### src/rtl/sha256_msg_sched.sv
// rtl/sha256_msg_sched.sv - SHA-256 message schedule generator, one W_t per accepted cycle
module sha256_msg_sched (
  input  logic         clk,
  input  logic         rst_n,
  input  logic         start,
  input  logic [511:0] block_in,
  input  logic         w_ready,
  output logic [31:0]  w_out,
  output logic [5:0]   w_idx,
  output logic         w_valid,
  output logic         busy,
  output logic         done
);

  typedef enum logic [1:0] {
    S_IDLE = 2'd0,
    S_RUN  = 2'd1,
    S_DONE = 2'd2
  } state_t;

  localparam logic [5:0] LAST_IDX = 6'd63;

  state_t      state;
  state_t      state_nxt;
  logic [31:0] win [16];
  logic        load;
  logic        xfer;
  logic        last_xfer;
  logic [31:0] w_new;

  // small sigma functions; rotates written as concatenations so no shift widths are involved
  function automatic logic [31:0] ssig0(input logic [31:0] x);
    return {x[6:0], x[31:7]} ^ {x[17:0], x[31:18]} ^ {3'b000, x[31:3]};
  endfunction

  function automatic logic [31:0] ssig1(input logic [31:0] x);
    return {x[16:0], x[31:17]} ^ {x[18:0], x[31:19]} ^ {10'b0, x[31:10]};
  endfunction

  // the window holds W_t..W_t+15, so the word entering at the top is W_t+16
  assign w_new = ssig1(win[14]) + win[9] + ssig0(win[1]) + win[0];

  // start is only looked at in IDLE; a transfer needs an active RUN cycle with the consumer ready
  assign load      = (state == S_IDLE) && start;
  assign xfer      = (state == S_RUN) && w_ready;
  assign last_xfer = xfer && (w_idx == LAST_IDX);

  // outputs decode directly from state so w_out is forced to zero outside RUN
  assign w_valid = (state == S_RUN);
  assign busy    = (state != S_IDLE);
  assign done    = (state == S_DONE);
  assign w_out   = w_valid ? win[0] : 32'd0;

  // next-state logic: DONE lasts one cycle and always falls back to IDLE
  always_comb begin
    state_nxt = state;
    case (state)
      S_IDLE: if (start) state_nxt = S_RUN;
      S_RUN:  if (last_xfer) state_nxt = S_DONE;
      S_DONE: state_nxt = S_IDLE;
      default: state_nxt = S_IDLE;
    endcase
  end

  // state register
  always_ff @(posedge clk or negedge rst_n) begin
    if (!rst_n) begin
      state <= S_IDLE;
    end else begin
      state <= state_nxt;
    end
  end

  // sliding window: parallel load at start, shift-and-append on each transfer
  always_ff @(posedge clk or negedge rst_n) begin
    if (!rst_n) begin
      for (int k = 0; k < 16; k++) begin
        win[k] <= 32'd0;
      end
    end else if (load) begin
      for (int k = 0; k < 16; k++) begin
        win[k] <= block_in[511 - 32*k -: 32];
      end
    end else if (xfer) begin
      for (int k = 0; k < 15; k++) begin
        win[k] <= win[k+1];
      end
      win[15] <= w_new;
    end
  end

  // word index; parks at 63 on the final transfer instead of wrapping to 0
  always_ff @(posedge clk or negedge rst_n) begin
    if (!rst_n) begin
      w_idx <= 6'd0;
    end else if (load) begin
      w_idx <= 6'd0;
    end else if (xfer && !last_xfer) begin
      w_idx <= w_idx + 6'd1;
    end
  end

endmodule

### config.mk
export PLATFORM = sky130hd
export DESIGN_NAME = sha256_msg_sched
export DESIGN_NICKNAME = d
export VERILOG_FILES = /design/src/rtl/sha256_msg_sched.sv
export SDC_FILE = /design/constraint.sdc
export NUM_CORES = 2
export LEC_CHECK = 0
export BUFFER_PORTS_ARGS = -buffer_cell sky130_fd_sc_hd__buf_2
export CAP_MARGIN = 20
export CORE_MARGIN = 10
export CORE_UTILIZATION = 35
export CTS_BUF_LIST = sky130_fd_sc_hd__clkbuf_8
export CTS_CLUSTER_DIAMETER = 60
export CTS_CLUSTER_SIZE = 14
export DETAILED_ROUTE_END_ITERATION = 8
export PLACE_DENSITY = 0.6
export SLEW_MARGIN = 10
export SYNTH_ARGS = -nofsm -noshare
export SYNTH_HDL_FRONTEND = slang
export SYNTH_SLANG_ARGS = --single-unit
export TNS_END_PERCENT = 100
### constraint.sdc
create_clock -name clk -period 6.7 [get_ports clk]
set_input_delay 0.335 -clock clk [delete_from_list [all_inputs] [get_ports clk]]
set_output_delay 0.335 -clock clk [all_outputs]
set_load 0.05 [all_outputs]
* After elaboration in Yosys (flattened, before gate mapping) *
Cells that the tools add are included.

cells by class
  bitwise gates (word level) = 4
  mux-type cells = 8
  reductions and logical operators = 10
  add/sub/neg operators = 4
  eq/ne operators = 5

operator list
  kind                   count
  $mux W512              2
  $add A32 B32 Y32       3
  $xor A32 B32 Y32       2
  $mux W32               1
  $xor A32 B22 Y32       1
  $xor A32 B29 Y32       1
  $mux W6                2
  $add A6 B1 Y6 const B  1
  $eq A6 B6 Y1 const B   1
  $reduce_bool A2 Y1     3
  $logic_and A1 B1 Y1    4
  $mux W2                2
  $pmux W2 S2            1
  $eq A2 B1 Y1 const B   1
  $eq A2 B2 Y1 const B   1
  $logic_not A2 Y1       1
  $ne A2 B1 Y1 const B   1
  $ne A2 B2 Y1 const B   1
  $reduce_and A2 Y1      1
  $logic_not A1 Y1       1

storage, ports and cells
  input port bits = 516
  word-level logic and storage cells = 49
  output and inout bits = 41
  bits in registers = 520

* Depth between registers and ports, before layout *
  depth after elaboration = 7
  gate-level depth with buffers = 16
  mapped depth without buffers = 15

* Least setup slack after synthesis *
Ideal clock, no wire load.

  path type = reg-to-reg
  from = reg win[50] in the netlist's numbering
  to = reg win[25] in the netlist's numbering
  setup time = 0.133 ns
  buffers on the path = 1
  path slack = 2.800 ns
  arrival = 3.766 ns
  required time = 6.567 ns
  clock period less this slack = 3.900 ns
  stages on the path, launching flop included = 17
  cells stage by stage = dfrtp_1 clkbuf_1 xor2_1 xnor2_1 fa_1 inv_1 fa_1 ha_1 fa_1 a21o_1 a221oi_4 nor3_1 o21a_1 o21ai_1 o21ai_0 xnor2_1 o21ai_0

on the way
  cells in the longest elaborated chain, start to end = 7

ends and longest elaborated chain
  what                               RTL line  RTL
  from (decl)                        25        logic [31:0] win [16];
  from (signal, indexed assignment)  82        win[k] <= block_in[511 - 32*k -: 32];
  from (signal, indexed assignment)  86        win[k] <= win[k+1];
  $xor A32 B32 Y32                   37        return {x[16:0], x[31:17]} ^ {x[18:0], x[31:19]} ^ {10'b0, x[31:10]};
  $xor A32 B22 Y32 *                 37
  $add A32 B32 Y32 * (3 in series)   41        assign w_new = ssig1(win[14]) + win[9] + ssig0(win[1]) + win[0];
  $mux W512 *                        84        end else if (xfer) begin
  $mux W512 *                        80        end else if (load) begin

Mark *: on every way between the ends. The rest lies on a longest branch, timed or not. The select of a mux whose other input is x is not followed.
A chain may end at the register's enable or synchronous reset.

* Worst setup path after layout *
  from = reg win[50] in the netlist's numbering
  to = reg win[17] in the netlist's numbering

The elaborated chain is that of the path after synthesis.

==> key figures <==
Synthesis
  – Area leader, netlist: dfrtp_1
  – Syn avg cell area: 8.15 um2
  – Synth Flop Type: dfrtp_1
  – Flops & latches, synth: 520
  – Register area share after synthesis: 0.470
  – FFs w/ async S/R, synth: 1.00
  – Net Count, Synth: 4008
  – Synth area leaders: dfrtp_1 (47%), nand2_1 (14%), a31oi_1 (11%)
  – Synth cell types: 57
  – Synth Cell Area: 0.0277 mm2
  – Yosys Warn Count: 0
  – Post-synth EDFFs: 0
  – Cells after Synth: 3398
  – Top-area cell type share of the netlist area: 0.470

GRT
  – Grt ovf: 0
  – Initial antenna violation count: 13
  – First-pass GRT wire length: 180 mm
  – GRT Total Usage: 0.262
  – Largest net degree at the start of global routing: 262
  – Vias in the first global route: 27872

STA
  – Setup TNS: 0 ns
  – F_max: 223 MHz
  – Min Hold Slack: 0.0748 ns
  – Relative slew margins: 0.259
  – Final Hold Fails: 0
  – Final setup viols: 0
  – Layout Skew: 0.0328 ns
  – Final Slew Violations: 0
  – Final worst slack: 2.21 ns
  – Least-Margin Pin Slew: roughly 1.1 ns
  – RSZ-0062 raised after global routing: false
  – Fin crit period: 4.49 ns
  – Fin crit share: 0.670

Floorplan
  – Boundary pin count: 557
  – Core Area: about 0.079 mm2
  – Die Wd: 301 um
  – Die height: 301 um
  – Initial core utilization: 0.352
  – Cell Rows: 103
  – Die area: 0.0908 mm2

Critical path
  – Reg2reg setup slack: 2.21 ns
  – Capturing point of the worst reg2reg path: win[17]$_DFFE_PN0P_
  – Worst r2r src: win[50]$_DFFE_PN0P_
  – Critical path launch point type: flip-flop
  – CP max FO: 5
  – Crit end category: flip-flop
  – Crit path DAT: 5.07 ns
  – Cells on worst reg2reg path: 15
  – Req. time, crit path: 7.27 ns
  – Crit Path Class: reg -> reg

Placed design
  – Hpwl dp: between 80 and 90 mm
  – RD Place Congestion: about 0.94
  – PortBufs: about 560
  – Placement Setup Slack: 2.29 ns

CTS
  – Clock slew at reported path FFs: 0.09 ns
  – Clock tree buffer depth: 3
  – Root buf cell: clkbuf_8
  – CTS tree: built
  – Post_cts resized: 0
  – Clock Latency Late Sink: 0.69 ns
  – CTS H-tree depth: 2
  – CTS Buf Count: 55
  – Clock Sinks: 520
  – Setup Buffers After CTS: 0
  – Hold buffer count at CTS: 508

Cells and area
  – Fin util: 0.475
  – Nets@finish: just under 5000
  – Commonest non-fill, non-tap cells in the layout: nand2_1 (1000), buf_2 (555), dfrtp_1 (520)
  – Share of layout cells above drive strength 1: 0.160
  – Filler Cell Count: 7620
  – P&R area growth vs syn: 34.9%
  – Commonest non-fill, non-tap cell in the layout: nand2_1

Run status
  – Outcome: finished clean

Pwr
  – Pwr per Cell Area: 628 mW/mm2
  – Peak VDD IR: 0.657 mV
  – Total Power: 23.5 mW
  – Leak: 17.1 nW

Hold path
  – Worst min path class: in -> reg
  – Min-Delay Endpoint: win[87]$_DFFE_PN0P_
  – HP Start: block_in[87]
  – Hold path depth: 3

Run
  – Max Cap Viol: 0

Route
  – Total number of vias: 27778
  – Final Routed Wirelength: roughly 120 mm
  – DRC: 0
  – Routed Antenna Nets: 0
  – DR pass1 iterations: 6
  – Drt wl/cell: 22.9 um
  – Post-DR vias/cell: between 5 and 6
  – Iteration-0 DRC count of the detailed router: 2557
==> Yosys cell counts (3+ instances only) <==
cell	count
nand2_1	1001
dfrtp_1	520
nor2_1	508
a31oi_1	488
clkbuf_1	262
inv_1	126
xnor2_1	91
fa_1	62
xor2_1	57
a21oi_1	42
and2_1	35
o21ai_0	34
ha_1	32
buf_1	18
a22oi_1	12
nand3_1	8
nand4_1	8
a21o_1	7
o21a_1	6
o21bai_1	6
and3_1	5
nand2b_1	5
nor2b_1	5
nor3_1	5
o211ai_1	5
o22ai_1	5
a211oi_1	4
buf_2	4
o21ai_1	3
o31a_1	3
==> kinds of logic after synthesis <==
| group | after synthesis | synth area share |
|---|---|---|
| simple gates | 1592 | 0.223 |
| compound gates | 631 | 0.144 |
| flops | 520 | 0.470 |
| buf+inv | 411 | 0.0559 |
| xor+xnor | 148 | 0.0468 |
| fa+ha+maj | 94 | 0.0593 |
| mux | 2 | 0.000723 |
==> worst max-delay path, stage by stage (launching register included) <==
cell and delay (ns):
dfrtp_1 0.47, xor2_1 0.20, xnor2_1 0.36, fa_1 0.49, inv_1 0.09, fa_1 0.43
ha_1 0.24, fa_1 0.47, a21o_1 0.24, a221oi_4 0.39, nor3_1 0.09, o21a_1 0.25
o21ai_1 0.26, nand2_1 0.11, xnor2_1 0.15, o21ai_0 0.18
==> where the power goes <==
group | internal, mW | switching (mW)
clock network | 1.03 | 1.30
registers | 4.25 | 1.06
logic | 5.98 | 9.86
total | 11.3 | 12.2
==> area by class of cell <==
cell class	count	area (um2)	share of cell area
Inverter	126	473	0.0127
Timing Repair Buffer	1090	8200	0.219
Tap cell	1050	1310	0.0351
Multi-Input combinational cell	2467	13200	0.352
Clock inverter	27	302	0.00807
Clock buffer	64	881	0.0236
Antenna cell	16	40.0	0.00107
Sequential cell	520	13000	0.348
==> registers in the layout (all words and copies together) (netlist names) <==
signal / count
w_idx: 6
state: 2
win: 512
==> routing by layer <==
metal | track usage | share of wire | routed length, um
met5 | 0 | 0.00027 | 33
met4 | 0.118 | 0.047 | 5810
met3 | 0.0483 | 0.073 | 8970
met2 | 0.418 | 0.47 | 57100
met1 | 0.343 | 0.41 | 50800
==> worst max path at each step <==
stage                   startpoint             endpoint  slack [ns]
2_1_floorplan  win[50]$_DFFE_PN0P_  win[25]$_DFFE_PN0P_        2.80
3_3_place_gp   win[50]$_DFFE_PN0P_  win[25]$_DFFE_PN0P_        2.34
3_5_place_dp   win[50]$_DFFE_PN0P_  win[25]$_DFFE_PN0P_        2.29
4_1_cts        win[50]$_DFFE_PN0P_  win[25]$_DFFE_PN0P_        2.28
5_1_grt        win[43]$_DFFE_PN0P_  win[17]$_DFFE_PN0P_        2.02
6_report       win[50]$_DFFE_PN0P_  win[17]$_DFFE_PN0P_        2.21
==> per-stage QoR <==
stage               area [um2]  instances
floorplan                27700       3398
global placement         31100       4745
detailed placement       31100       4745
CTS                      37300       5344
global route             37400       5354
finish                   37400       5360
Note: power is estimated with default switching activity, not from simulation.
